===== config.mk =====
export PLATFORM = sky130hd
export DESIGN_NAME = mem_wb_stage
export DESIGN_NICKNAME = d
export VERILOG_FILES = /design/src/rtl/mem_wb_stage.sv
export SDC_FILE = /design/constraint.sdc
export NUM_CORES = 1
export LEC_CHECK = 0
export ABC_AREA = 1
export BUFFER_PORTS_ARGS = -buffer_cell sky130_fd_sc_hd__buf_4
export CORE_AREA = 5 5 91 93
export DETAILED_ROUTE_END_ITERATION = 7
export DIE_AREA = 0 0 96 98
export PLACE_DENSITY_LB_ADDON = 0.08
export SYNTH_ARGS = -nofsm -noshare
export SYNTH_HDL_FRONTEND = slang
export SYNTH_SLANG_ARGS = --single-unit

===== constraint.sdc =====
create_clock -name CLK -period 1.6 [get_ports CLK]
set_input_delay 0.16 -clock CLK [delete_from_list [all_inputs] [get_ports CLK]]
set_output_delay 0.16 -clock CLK [all_outputs]
set_load 0.02 [all_outputs]

===== src/rtl/mem_wb_stage.sv =====
// mem_wb_stage: memory stage with request/ack FSM, timeout abort and MEM/WB register.
module mem_wb_stage #(
  parameter int MAX_WAIT = 8,
  parameter int CNT_W    = 4
) (
  input  logic        CLK,
  input  logic        RSTN,
  input  logic        WEN_M,
  input  logic        DRW_M,
  input  logic        DREQ_M,
  input  logic [1:0]  SelWB_M,
  input  logic [4:0]  WA_M,
  input  logic [31:0] PCADD4_M,
  input  logic [31:0] ALUOUT_M,
  input  logic [31:0] DOUT0_M,
  output logic        D_REQ_N,
  output logic        D_RW,
  output logic [31:0] D_ADDR,
  output logic [31:0] D_WDATA,
  input  logic        D_ACK,
  input  logic [31:0] D_RDATA,
  output logic        STALL_M,
  output logic        ERR,
  output logic        WEN_W,
  output logic [4:0]  WA_W,
  output logic [31:0] WBDATA_W
);
  typedef enum logic {IDLE, WAIT} state_t;
  state_t state, state_n;
  logic [CNT_W-1:0] cnt, cnt_n;
  logic stall, commit, abort;
  logic [31:0] wb;
  assign D_REQ_N = !RSTN | DREQ_M;
  assign STALL_M = RSTN & stall;
  assign D_RW    = DRW_M;
  assign D_ADDR  = ALUOUT_M;
  assign D_WDATA = DOUT0_M;
  always_comb
    wb = SelWB_M == 2'd0 ? ALUOUT_M : SelWB_M == 2'd1 ? D_RDATA : SelWB_M == 2'd2 ? PCADD4_M : 32'h0;
  // In WAIT the request is held by the frozen upstream, so DREQ_M is not re-examined
  always_comb begin
    state_n = state;
    cnt_n   = cnt;
    stall   = 1'b0;
    commit  = 1'b0;
    abort   = 1'b0;
    if (state == IDLE) begin
      if (DREQ_M || D_ACK) commit = 1'b1;
      else begin
        stall   = 1'b1;
        cnt_n   = CNT_W'(1);
        state_n = WAIT;
      end
    end else if (D_ACK) begin
      commit  = 1'b1;
      cnt_n   = '0;
      state_n = IDLE;
    end else if (cnt < CNT_W'(MAX_WAIT - 1)) begin
      stall = 1'b1;
      cnt_n = cnt + 1'b1;
    end else begin
      abort   = 1'b1;
      cnt_n   = '0;
      state_n = IDLE;
    end
  end
  always_ff @(posedge CLK or negedge RSTN)
    if (!RSTN) begin
      state    <= IDLE;
      cnt      <= '0;
      ERR      <= 1'b0;
      WEN_W    <= 1'b1;
      WA_W     <= '0;
      WBDATA_W <= '0;
    end else begin
      state    <= state_n;
      cnt      <= cnt_n;
      ERR      <= ERR | abort;
      WEN_W    <= commit ? WEN_M : 1'b1;
      WA_W     <= commit ? WA_M : 5'd0;
      WBDATA_W <= commit ? wb : 32'h0;
    end
endmodule


==> summary.txt <==
Pwr
  • Leakage: 2.295 nW
  • Maximum vdd drop: 342.9 uV
  • Seq pwr share: 42.4%
  • Psw: 0.9243 mW
  • Pwr dens: 757.3 nW/um^2
  • Final Power: 2.928 mW
  • Switching part of the total: 31.57%
  • Int Power: 2.003 mW
  • Clk pwr share: 24.8%
  • Logic gate share of total power: 32.8%

Synthesis
  • Synth Area per Inst: 7.474 sq um
  • Share of synthesized area spent on multiplexers: 0%
  • Netlist cell types: 17
  • Sequential element share of the synthesized area: 39.54%
  • Main combinational cell family by area after synthesis: simple AND/OR/NAND/NOR gates
  • Syn_nets: 515
  • Synth top area share: 38.60%
  • Synth warnings: 0
  • Post-synthesis compound-gate area fraction: 1.167%
  • Synth Area in Simple Gates: 30.66%
  • Flops & latches, synth: 44
  • Synth area leaders: dfrtp_1 (39%), buf_4 (19%), nand3_1 (18%), nand2_1 (10%), inv_1 (5.9%)
  • Synth Cell Area: 2788 sq um
  • Post-Synth Adder-Cell Area: 0.4488%
  • Largest area contributor in the netlist: dfrtp_1
  • Mapped Cells: 373
  • Synth Area in XOR/XNOR: 0%

Floorplan
  • FP Rows: 32
  • Die height: 98 um
  • Initial cell density of the core: 37.43%
  • Core area: 7447 sq um
  • I/O pin count: 247
  • Die ar.: 9408 sq um
  • Horiz. Die Dim: 96 um

Route
  • Vias: 2747
  • Final ANT Viol Nets: 0
  • First-pass DRT Iterations: 7
  • DRC: 0
  • WL per Instance: 15.42 um
  • DRT Wirelength: 9080 um
  • Initial DRC count: 112
  • Post-DR vias/cell: 4.664

Worst setup path
  • Most Frequent Cell on Critical Path: nand2_2
  • CP Capture Type: output pin
  • Crit-path max cell delay: 0.40 ns
  • CP Cell Sequence: ha_2 > nand2_2 > nand2_2 > inv_2 > nand2_2 > a21oi_2 > buf_4
  • CP max stage cell: dfrtp_1
  • CP Buf/Inv Count: 2
  • Critical path peak fanout: 3
  • Critical Path Start Type: flip-flop
  • Kind of critical path: reg2out
  • WP data arrival: 1.39 ns
  • CP Data Required Time: 1.44 ns
  • CP top delay family: flip-flops

STA
  • Rel. slew slack: 61.18%
  • Post-Route Skew: 0.004843 ns
  • Setup ws final: 0.04842 ns
  • Part of the cycle the worst path needs: 96.97%
  • Final Hold Viols: 0
  • Worst slew pin tran: 0.5814 ns
  • Setup violations, final: 0
  • Max Freq: 0.6445 GHz
  • RSZ-0062 raised after global routing: yes
  • Tmin final: 1.552 ns
  • Final Max Tran Viols: 0
  • Setup TNS: 0 ns

Place
  • IO buf count: 180
  • Routability Congestion: 0.8535
  • Dpl hpwl: 6956 um
  • Pre-CTS setup slack: 0.2233 ns
  • Placed cells: 576

CTS
  • Sink Count: 44
  • Total CTS buffers: 5
  • Register clock-pin slew on the reported worst setup and hold paths: 0.08 ns
  • Clock Latency Late Sink: 0.29 ns
  • CTS Buffer Depth: 2
  • Clock Tree Root: clkbuf_8
  • Htree depth: 2
  • CTS tree: done

Layout
  • Non-filler cells, final: 589
  • Storage cell area: 1102 sq um
  • Area Growth Syn to Fin: 38.69%
  • Nets: 628
  • Fill count: 772
  • Ant diodes: 0
  • Multi-input gate area: 913.4 sq um
  • Share of layout cells above drive strength 1: 43.53%
  • Core Util, Final: 51.92%

Global routing
  • Largest net degree at the start of global routing: 45
  • Number of global-route vias before repair: 2778
  • GRT Total Usage: 19.12%
  • Gr ovfl total: 0
  • First-pass GRT wire length: 14060 um
  • Initial antenna violation count: 0

Worst hold path
  • Hold/Removal Path Class: in2reg

Outcome
  • Outcome: completed

Run
  • Max Cap Viol: 0
-- worst paths after layout --
kind	from	endpoint	slack, ns	cells after the start
worst max-delay path	cnt[1]$_DFFE_PN0P_	STALL_M	0.05	7
worst min-delay path	WEN_M	WEN_W$_DFF_PN1_	0.06	2
worst max register to register	cnt[1]$_DFFE_PN0P_	cnt[2]$_DFFE_PN0P_	0.39	7
worst min register to register	cnt[3]$_DFFE_PN0P_	cnt[3]$_DFFE_PN0P_	0.48	2
max in group asynchronous	RSTN	WEN_W$_DFF_PN1_	0.73	3
min in group asynchronous	RSTN	ERR$_DFF_PN0_	0.49	3
-- flip-flops by register name, summed over array words and instances (netlist names) --
register  cells
ERR           1
WA_W          5
WBDATA_W     32
WEN_W         1
cnt           4
state         1
-- synth_stat cells --
master     n
nor2_1     9
ha_1       1
nand2_2    1
dfrtp_1   43
a21oi_1    1
nand2_1   77
buf_2     13
o21ai_0    4
inv_2      4
inv_1     44
or2_1      1
or2_2      1
o21bai_1   1
dfstp_2    1
buf_4     72
nor2_4     2
nand3_1   98
-- cell usage in the layout, fill, tap and decap left out --
cell type and n:
o21bai_1 1, clkbuf_8 6, dlygate4sd3_1 1, inv_2 5, dfrtp_1 43, ha_2 1
or2_2 1, nand2_1 74, nand3_1 98, buf_12 1, clkbuf_1 1, nand2_2 4
nor2_1 9, o21ai_0 4, a21oi_2 1, dfstp_2 1, inv_1 43, or2_1 1
nor2_4 2, buf_4 189, clkinvlp_4 1
-- per-layer routing --
| metal | GRT usage [%] | up-vias | routed length (um) | part of all wire, % |
|---|---|---|---|---|
| li1 | - | 1323 | - | - |
| met1 | 21.41 | 1264 | 3260 | 36 |
| met2 | 33.78 | 124 | 4785 | 53 |
| met3 | 5.008 | 36 | 745 | 8.2 |
| met4 | 7.549 | 0 | 288 | 3.2 |
| met5 | 0 | - | 0 | 0 |
-- kinds of logic after synthesis --
logic type / count (synthesis)
AO/OA/AOI/OAI: 6
adder cells (fa/ha/maj): 1
buffers and inverters: 133
AND/OR/NAND/NOR: 189
flip-flops: 44
-- power by group through the flow --
stage          logic (mW)  clock network (mW)  registers [mW]
6_report            0.961               0.727            1.24
5_1_grt              1.05               0.810            1.25
4_1_cts             0.971               0.759            1.24
3_5_place_dp        0.949                   0            1.26
3_3_place_gp        0.943                   0            1.26
2_1_floorplan       0.505                   0            1.37
-- layout make-up --
| cell class | count | area share, % |
|---|---|---|
| clock buffers | 7 | 2.233 |
| inverters | 48 | 4.660 |
| multi-input cells | 196 | 23.62 |
| flip-flops and latches | 44 | 28.51 |
| clock inverters | 1 | 0.1942 |
| repair buffers | 191 | 37.48 |
| well taps | 102 | 3.301 |
-- timing repair --
item / 4_1_cts / 5_1_grt
hold endpoints to repair: 43 / 0
pin swaps: 0 / 2
hold buffers: 1 / 0
setup endpoints to repair: 1 / 1
setup buffers: 2 / 2
gates resized for setup: 5 / 1
-- metrics by stage --
step,cell area [sq um],hold slack [ns]
floorplan,2788,-0.1356
global placement,3719,0.2866
detailed placement,3719,0.2920
CTS,3849,0.04557
global route,3866,0.04347
finish,3866,0.05621
No activity file was read; power rests on OpenSTA's default activity.
